### src/rtl/parity_pkg.sv
// Shared types and helpers for the parity checking pipeline.
// Group width, stage bundle and the 4-input XNOR reduction.
package parity_pkg;

  localparam int GROUP_W    = 4;
  localparam int DATA_MAX_W = 512;

  typedef struct packed {
    logic [DATA_MAX_W-1:0] data;
    logic                  par;
    logic                  valid;
  } par_stage_t;

  function automatic logic xnor4(input logic [GROUP_W-1:0] v);
    return ~^v;
  endfunction

endpackage

### src/rtl/parity_group_reduce.sv
// Combinational bank of 4-input XNOR parity cells.
// One output bit per nibble of the data word.
module parity_group_reduce
  import parity_pkg::*;
#(
  parameter int DATA_W = 32
) (
  input  logic [DATA_W-1:0]         data,
  output logic [DATA_W/GROUP_W-1:0] grp
);

  for (genvar i = 0; i < DATA_W / GROUP_W; i++) begin : g_cell
    assign grp[i] = xnor4(data[GROUP_W*i +: GROUP_W]);
  end

endmodule

### src/rtl/parity_check_pipe.sv
// Two-stage valid/ready parity checker with saturating error count.
// Define PARITY_ODD_EN to check odd parity instead of even.
module parity_check_pipe
  import parity_pkg::*;
#(
  parameter int DATA_W = 32,
  parameter int CNT_W  = 16
) (
  input  logic              CLK,
  input  logic              RST,
  input  logic              in_valid,
  output logic              in_ready,
  input  logic [DATA_W-1:0] in_data,
  input  logic              in_par,
  output logic              out_valid,
  input  logic              out_ready,
  output logic [DATA_W-1:0] out_data,
  output logic              out_err,
  output logic [CNT_W-1:0]  err_cnt,
  output logic              err_sticky,
  input  logic              clr
);

  localparam int   G     = DATA_W / GROUP_W;
  localparam logic G_ODD = (G % 2) == 1;

  if (DATA_W % GROUP_W != 0 || DATA_W < GROUP_W ||
      DATA_W > DATA_MAX_W) begin : g_bad_w
    $error("DATA_W must be a multiple of 4 within range");
  end
  if (CNT_W < 1) begin : g_bad_cnt
    $error("CNT_W must be at least 1");
  end

  par_stage_t      s1_q;
  par_stage_t      s2_q;
  logic [G-1:0]    grp;
  logic [G-1:0]    s1_g;
  logic            s2_err;
  logic            s1_ready;
  logic            s2_ready;
  logic            p;
  logic            err_d;
  logic            err_hs;
  logic            unused_s2;

  parity_group_reduce #(
    .DATA_W(DATA_W)
  ) u_grp (
    .data(in_data),
    .grp (grp)
  );

  assign s2_ready = !s2_q.valid || out_ready;
  assign s1_ready = !s1_q.valid || s2_ready;
  assign in_ready = s1_ready;

  // Nibble XNORs each add an inversion; an odd group count flips p back.
  assign p = (^s1_g) ^ G_ODD;

`ifdef PARITY_ODD_EN
  assign err_d = ~(p ^ s1_q.par);
`else
  assign err_d = p ^ s1_q.par;
`endif

  always_ff @(posedge CLK or posedge RST) begin
    if (RST) begin
      s1_q <= '0;
      s1_g <= '0;
    end else if (s1_ready) begin
      s1_q.valid <= in_valid;
      if (in_valid) begin
        s1_q.data <= DATA_MAX_W'(in_data);
        s1_q.par  <= in_par;
        s1_g      <= grp;
      end
    end
  end

  always_ff @(posedge CLK or posedge RST) begin
    if (RST) begin
      s2_q   <= '0;
      s2_err <= 1'b0;
    end else if (s2_ready) begin
      s2_q.valid <= s1_q.valid;
      if (s1_q.valid) begin
        s2_q.data <= s1_q.data;
        s2_q.par  <= s1_q.par;
        s2_err    <= err_d;
      end
    end
  end

  assign out_valid = s2_q.valid;
  assign out_data  = s2_q.data[DATA_W-1:0];
  assign out_err   = s2_err;
  assign unused_s2 = ^{s2_q.par, s2_q.data};

  assign err_hs = s2_q.valid && out_ready && s2_err;

  always_ff @(posedge CLK or posedge RST) begin
    if (RST) begin
      err_cnt    <= '0;
      err_sticky <= 1'b0;
    end else if (clr) begin
      err_cnt    <= err_hs ? CNT_W'(1) : '0;
      err_sticky <= err_hs;
    end else if (err_hs) begin
      if (err_cnt != '1) err_cnt <= err_cnt + CNT_W'(1);
      err_sticky <= 1'b1;
    end
  end

endmodule

### config.mk
export PLATFORM = sky130hd
export DESIGN_NAME = parity_check_pipe
export DESIGN_NICKNAME = d
export VERILOG_FILES = /design/src/rtl/parity_pkg.sv /design/src/rtl/parity_group_reduce.sv /design/src/rtl/parity_check_pipe.sv
export SDC_FILE = /design/constraint.sdc
export NUM_CORES = 1
export LEC_CHECK = 0
export BUFFER_PORTS_ARGS = -buffer_cell sky130_fd_sc_hd__buf_2
export CAP_MARGIN = 10
export CORE_ASPECT_RATIO = 0.9
export CORE_MARGIN = 5
export CORE_UTILIZATION = 51
export CTS_CLUSTER_SIZE = 14
export DETAILED_ROUTE_END_ITERATION = 6
export PLACE_DENSITY = 0.76
export SKIP_LAST_GASP = 1
export SLEW_MARGIN = 15
export SYNTH_ARGS = -nofsm -noshare
export SYNTH_HDL_FRONTEND = slang
export SYNTH_SLANG_ARGS = --single-unit
export TNS_END_PERCENT = 1
### constraint.sdc
create_clock -name CLK -period 6.55 [get_ports CLK]
set_clock_uncertainty 0.1 [all_clocks]
set_input_delay 0.655 -clock CLK [delete_from_list [all_inputs] [get_ports CLK]]
set_output_delay 0.655 -clock CLK [all_outputs]
set_load 0.02 [all_outputs]
# Word level (Yosys, flattened, before mapping)
# Index checks and enable logic that the tools add are counted.
dict set report word_totals {
  wordCells 38
  in_bits 38
  output_inout_bits 52
  ff_bits 93
}
dict set report op_classes {
  mux 6
  addsub 1
  eq_ne 1
  reduce_logical 20
  bitwise 1
}
# cell count
set ops {}
lappend ops {{two-way mux 16 bit} 3}
lappend ops {{XNOR reduction 4 bit} 8}
lappend ops {{adder 16 x 1 -> 16 bit, second input constant} 1}
lappend ops {{!= test 16 bit, second input constant} 1}
lappend ops {{parity 8 bit} 1}
lappend ops {{AND reduction 2 bit} 3}
lappend ops {{nonzero test 2 bit} 2}
lappend ops {{two-way mux 1 bit} 3}
lappend ops {{logical AND 1 bit} 2}
lappend ops {{logical NOT 1 bit} 2}
lappend ops {{logical OR 1 bit} 2}
lappend ops {{bitwise XOR 1 bit} 1}

# Longest topological paths before layout
dict set report depth {
  depth_word 4
  depth_mapped 6
  mapped_depth_nobuf 5
}

# Hierarchy
# From an unflattened synthesis, not the netlist that was laid out.
dict set report hier_totals {
  hier_cells 291
  area_unflattened_um2 4001.3
}
# mod cells_each area_each_um2 seq_area_each_um2 n_inst
set modules_own_cells {}
lappend modules_own_cells {parity_check_pipe 267 3791.1 2327.2 1}
lappend modules_own_cells {parity_group_reduce 24 210.2 0.0 1}

# Worst setup path before layout
# OpenSTA, ideal clock, no wires.
dict set report synth_path {
  kind {reg2reg}
  from {register err_cnt[0]}
  to {register err_cnt[5]}
  setup_time_ns 0.078
  slack_ns 4.547
  n_path_buf 1
  synth_period_minus_slack_ns 2.003
  required_ns 6.372
  path_stages_with_launch 7
  arrival_ns 1.825
  path_cell_list {dfrtp_1 -> ha_1 -> and3_1 -> and4_4 -> buf_6 -> or4_1 -> a21oi_1}
}
dict set report synth_between {
  elab_chain_cells 4
  word_cells_on_any_way 7
  classes_between {add/sub (1); eq/ne (1); mux (3); reduce/logical (2)}
}
# item line_no
set synth_lines {}
lappend synth_lines {{start: declaration} parity_check_pipe.sv:19} ;# output logic [CNT_W-1:0] err_cnt,
lappend synth_lines {{start signal: assignment} parity_check_pipe.sv:107} ;# err_cnt <= err_hs ? CNT_W'(1) : '0;
lappend synth_lines {{start signal: assignment} parity_check_pipe.sv:110} ;# if (err_cnt != '1) err_cnt <= err_cnt + CNT_W'(1);
lappend synth_lines {{adder 16 x 1 -> 16 bit} parity_check_pipe.sv:110}
lappend synth_lines {{two-way mux 16 bit} parity_check_pipe.sv:110}
lappend synth_lines {{two-way mux 16 bit} parity_check_pipe.sv:109} ;# end else if (err_hs) begin
lappend synth_lines {{two-way mux 16 bit} parity_check_pipe.sv:106} ;# end else if (clr) begin
# Parallel ways exist; a longest one is shown, timed or not. The select of a mux whose other input is x is not followed.
# A chain may end at the register's enable or synchronous reset.

# Worst setup path in the final report
dict set report layout_path {
  from {input out_ready}
  to {register s1_q[33] (netlist bit)}
}
dict set report layout_between {
  elab_chain_cells 3
}
# item line_no
set layout_lines {}
lappend layout_lines {{start: declaration} parity_check_pipe.sv:16} ;# input logic out_ready,
lappend layout_lines {{logical OR 1 bit} parity_check_pipe.sv:54} ;# assign s2_ready = !s2_q.valid || out_ready;
lappend layout_lines {{logical OR 1 bit} parity_check_pipe.sv:55} ;# assign s1_ready = !s1_q.valid || s2_ready;
lappend layout_lines {{AND reduction 2 bit (no source line)} n/a}
lappend layout_lines {{end: declaration} parity_check_pipe.sv:35} ;# par_stage_t s1_q;
# Every way passes these cells.

==> results list <==
- Number of buffers created by CTS: 9
- The largest single stage delay on the critical path is 780 ps.
- Run status: complete, no violations
- Share of power burned in combinational logic: 0.255
- Synthesis produced a netlist whose cell count is 307.
* Internal: 0.00101 W
- Mapped Nets: 346
- Counting along the longest clock path gives a buffer depth of 2.
- Last weighted congestion value of the routability-driven placer: 0.799
- Number of antenna violations at the first check in global routing: 0
* Leakage power: 2.17 nW
- In this run the critical register-to-register path is launched from err_cnt[0]$_DFFE_PP0P_.
- Post-Route Hold Slack: 243 ps
- CTS built an H-tree with a depth of 3.
- DR pass1 iterations: 5
- In this run the worst setup path terminates at s1_q[33]$_DFFE_PP0P_.
- Capturing point of the worst reg2reg path: err_cnt[12]$_DFFE_PP0P_
- Power density over cell area: 307 nW/um2
- In the post-synthesis netlist, the biggest area contributors are sky130_fd_sc_hd__dfrtp_1, sky130_fd_sc_hd__mux2_2, sky130_fd_sc_hd__xnor2_1.
- In this run the worst setup path begins at out_ready.
- Final-report max-slew violation count: 0
- Insertion delay to the later sink of the worst-skew pair: 350 ps
* Layout cells sized above 1: 0.449
- Slowest-stage cell, CP: sky130_fd_sc_hd__nand2_2
* Layout fillers: 640
- # hold bufs at CTS: 0
- The die covers 9860 um2.
- Pin placement for this block handled 90 I/O pins.
- The library cell used most frequently in the layout, excluding fill and tap cells, is sky130_fd_sc_hd__dfrtp_1.
- From synthesis to final layout, the design area changed by 17.2%.
- Kind of start point of the critical path: input pin
- Flip-flop and latch count after synthesis: 93
- Of the total power, the share spent switching nets is 0.310.
- Placed cell areas: 4580 um2
- Once layout is done, the placed cells without fillers occupy 4770 um2.
- Hold WC Path Type: input pin to async pin
- Number of distinct library cells after synthesis: 34
* CP arrival: 2200 ps
- Setup violations remaining at the end of the flow were counted as 0.
* Total Neg Setup Slack: 0 ps
- Row generation in the floorplan step produced 30 rows.
- The die is 94.7 um tall.
* Largest net degree at the start of global routing: 51
- Number of warnings reported in the yosys synthesis log: 0
* CTS tree: done
- In this run the cell area of the synthesized design comes to 4070 um2.
- The detail route stage leaves a number of antenna-violating nets equal to 0.
* Antenna fix cells: 0
- The die is 104 um wide.
- In this run the tightest slew margin relative to its limit is 0.310.
- In this run, placement finished with an instance count of 481.
- Across all register-to-register paths, the minimum setup slack is 4530 ps.
- Highest-count cells in the layout ignoring fill and taps: sky130_fd_sc_hd__dfrtp_1, sky130_fd_sc_hd__buf_2, sky130_fd_sc_hd__mux2_2, sky130_fd_sc_hd__xnor2_1, sky130_fd_sc_hd__a21oi_1
* CTS Root Cell: sky130_fd_sc_hd__clkbuf_8
* CP Cell Sequence: buf_2 -> nand3b_1 -> nand2_2 -> mux2_2
- Input and output buffers added on the ports amount to 89.
- Highest ir drop seen on vdd: 175 uV
- First-pass GRT wire length: 13.8 mm
* Vias per cell: 5.37
- DP HPWL: 5.65 mm
- Worst Reg2Reg Path Length in Cells: 5
- Max_cap viols: 0
- Sinks on Clock Net: 93
* Setup Fix Bufs, Post-CTS: 0
- DRC violations left: 0
- Largest area contributor in the netlist: sky130_fd_sc_hd__dfrtp_1
* Post-layout nets: 435
* Total detailed-routing wirelength: 8.04 mm
* Kind of critical path: input pin to flop
- In this run the mean area of a mapped cell was 13.2 um2.
- Unrepaired setup endpoints after global routing: false
- After global routing the overflow that remains totals 0.
- Clock power share: 0.241
* Required time of the critical path: 6680 ps
- The worst setup path is captured at a flop.
* Via count of the first global-routing pass: 2,875
- Along the worst path, the maximum fanout reaches 49.
- The number of failing hold endpoints at the final stage was 0.
- Static timing analysis puts the maximum clock frequency at 484 MHz.
* Core Region: 7660 um2
- All-layer global routing usage: 0.174
- In the final routed layout, each cell accounts on average for 16.2 um.
- The clock period could shrink to 2070 ps.
- Part of the power in registers: 0.504
- After the first detailed-routing iteration, the DRC count stood at 69.
* Clock slew at reported path FFs: 90 ps
- Area share of the leading cell type in the synthesized netlist: 0.572
* Sequential element share of the synthesized area: 0.572
* Measured slew at the worst slew-check pin: 1030 ps
* Via Count: 2,667
* Starting utilization of the core area: 0.531
* PostCTS Resize Cnt: 0
- Filler-free cell count of the finished design: 497
* Switching power total: 0.000453 W
- Post-route clock period utilization: 0.316
## synth_stat cells (all sizes together)
master	number
and2	2
a21o	1
or4	4
nand4	7
nand3	7
o21ai	10
a211oi	3
inv	6
dfrtp	93
nor3	4
o41ai	1
clkbuf	4
a21oi	13
xnor3	1
nand2	13
buf	9
and4	4
ha	1
or4b	1
a31oi	3
and4b	1
and3	5
nand3b	1
o31ai	3
xor2	11
xnor2	25
mux2	66
nor2	2
nor4	3
nand2b	3
## registers in the layout (all words and copies together) (netlist names)
signal / cells
s1_q: 34
out_data: 32
err_cnt: 16
s1_g: 8
err_sticky: 1
out_err: 1
out_valid: 1
## cell families (layout without fill, tap and decap cells)
logic type               Yosys count  count (layout)  share of synthesized area
flip-flops                        93              93                      0.572
multiplexers                      66              66                      0.183
buffers and inverters             19             113                     0.0234
adder cells (fa/ha/maj)            1               1                    0.00308
XOR/XNOR                          37              37                     0.0831
AND/OR/NAND/NOR                   57              57                     0.0877
AO/OA/AOI/OAI                     34              34                     0.0480
## layer usage
metal,vias to the layer above,share of wire,GRT usage
met5,-,0,0
met4,0,0.011,0.0626
met3,8,0.066,0.0567
met2,76,0.47,0.279
met1,1309,0.45,0.223
li1,1274,-,-
## cell type report
type / instances / area [um2] / area share
repair buffers: 91 / 460 / 0.0966
inverters: 6 / 25.0 / 0.00525
well taps: 96 / 120 / 0.0252
flip-flops and latches: 93 / 2330 / 0.488
clock buffers: 11 / 151 / 0.0318
clock inverters: 5 / 35.0 / 0.00735
multi-input cells: 195 / 1650 / 0.346
## worst min path at each step
stage               depth (start not counted)                startpoint                        to
floorplan                                   1       s1_q[0]$_DFFE_PP0P_     out_valid$_DFFE_PP0P_
global placement                            1       s1_q[0]$_DFFE_PP0P_     out_valid$_DFFE_PP0P_
detailed placement                          1  out_data[17]$_DFFE_PP0P_  out_data[17]$_DFFE_PP0P_
CTS                                         2                       RST  out_data[27]$_DFFE_PP0P_
global route                                2                       RST      s1_q[29]$_DFFE_PP0P_
finish                                      2                       RST  out_data[26]$_DFFE_PP0P_
## through the flow
step | utilization | worst slack [ps] | power [W]
finish | 0.623 | 4480 | 0.00146
global route | 0.623 | 4380 | 0.00155
CTS | 0.623 | 4490 | 0.00149
detailed placement | 0.598 | 4120 | 0.00113
global placement | 0.598 | 4160 | 0.00111
floorplan | - | 3370 | 0.00100
## worst max-delay path: cells and delay by family
family                 cells  cell delay (ps)
and+or+nand+nor            2              980
buffers and inverters      1              120
muxes                      1              420
## power groups by stage
stage	clock, W	sequential (W)	combinational (W)
6_report	0.000353	0.000737	0.000373
5_1_grt	0.000393	0.000750	0.000409
4_1_cts	0.000369	0.000738	0.000382
3_5_place_dp	0	0.000749	0.000381
3_3_place_gp	0	0.000744	0.000370
2_1_floorplan	0	0.000815	0.000186
Note: power is estimated with default switching activity, not from simulation.
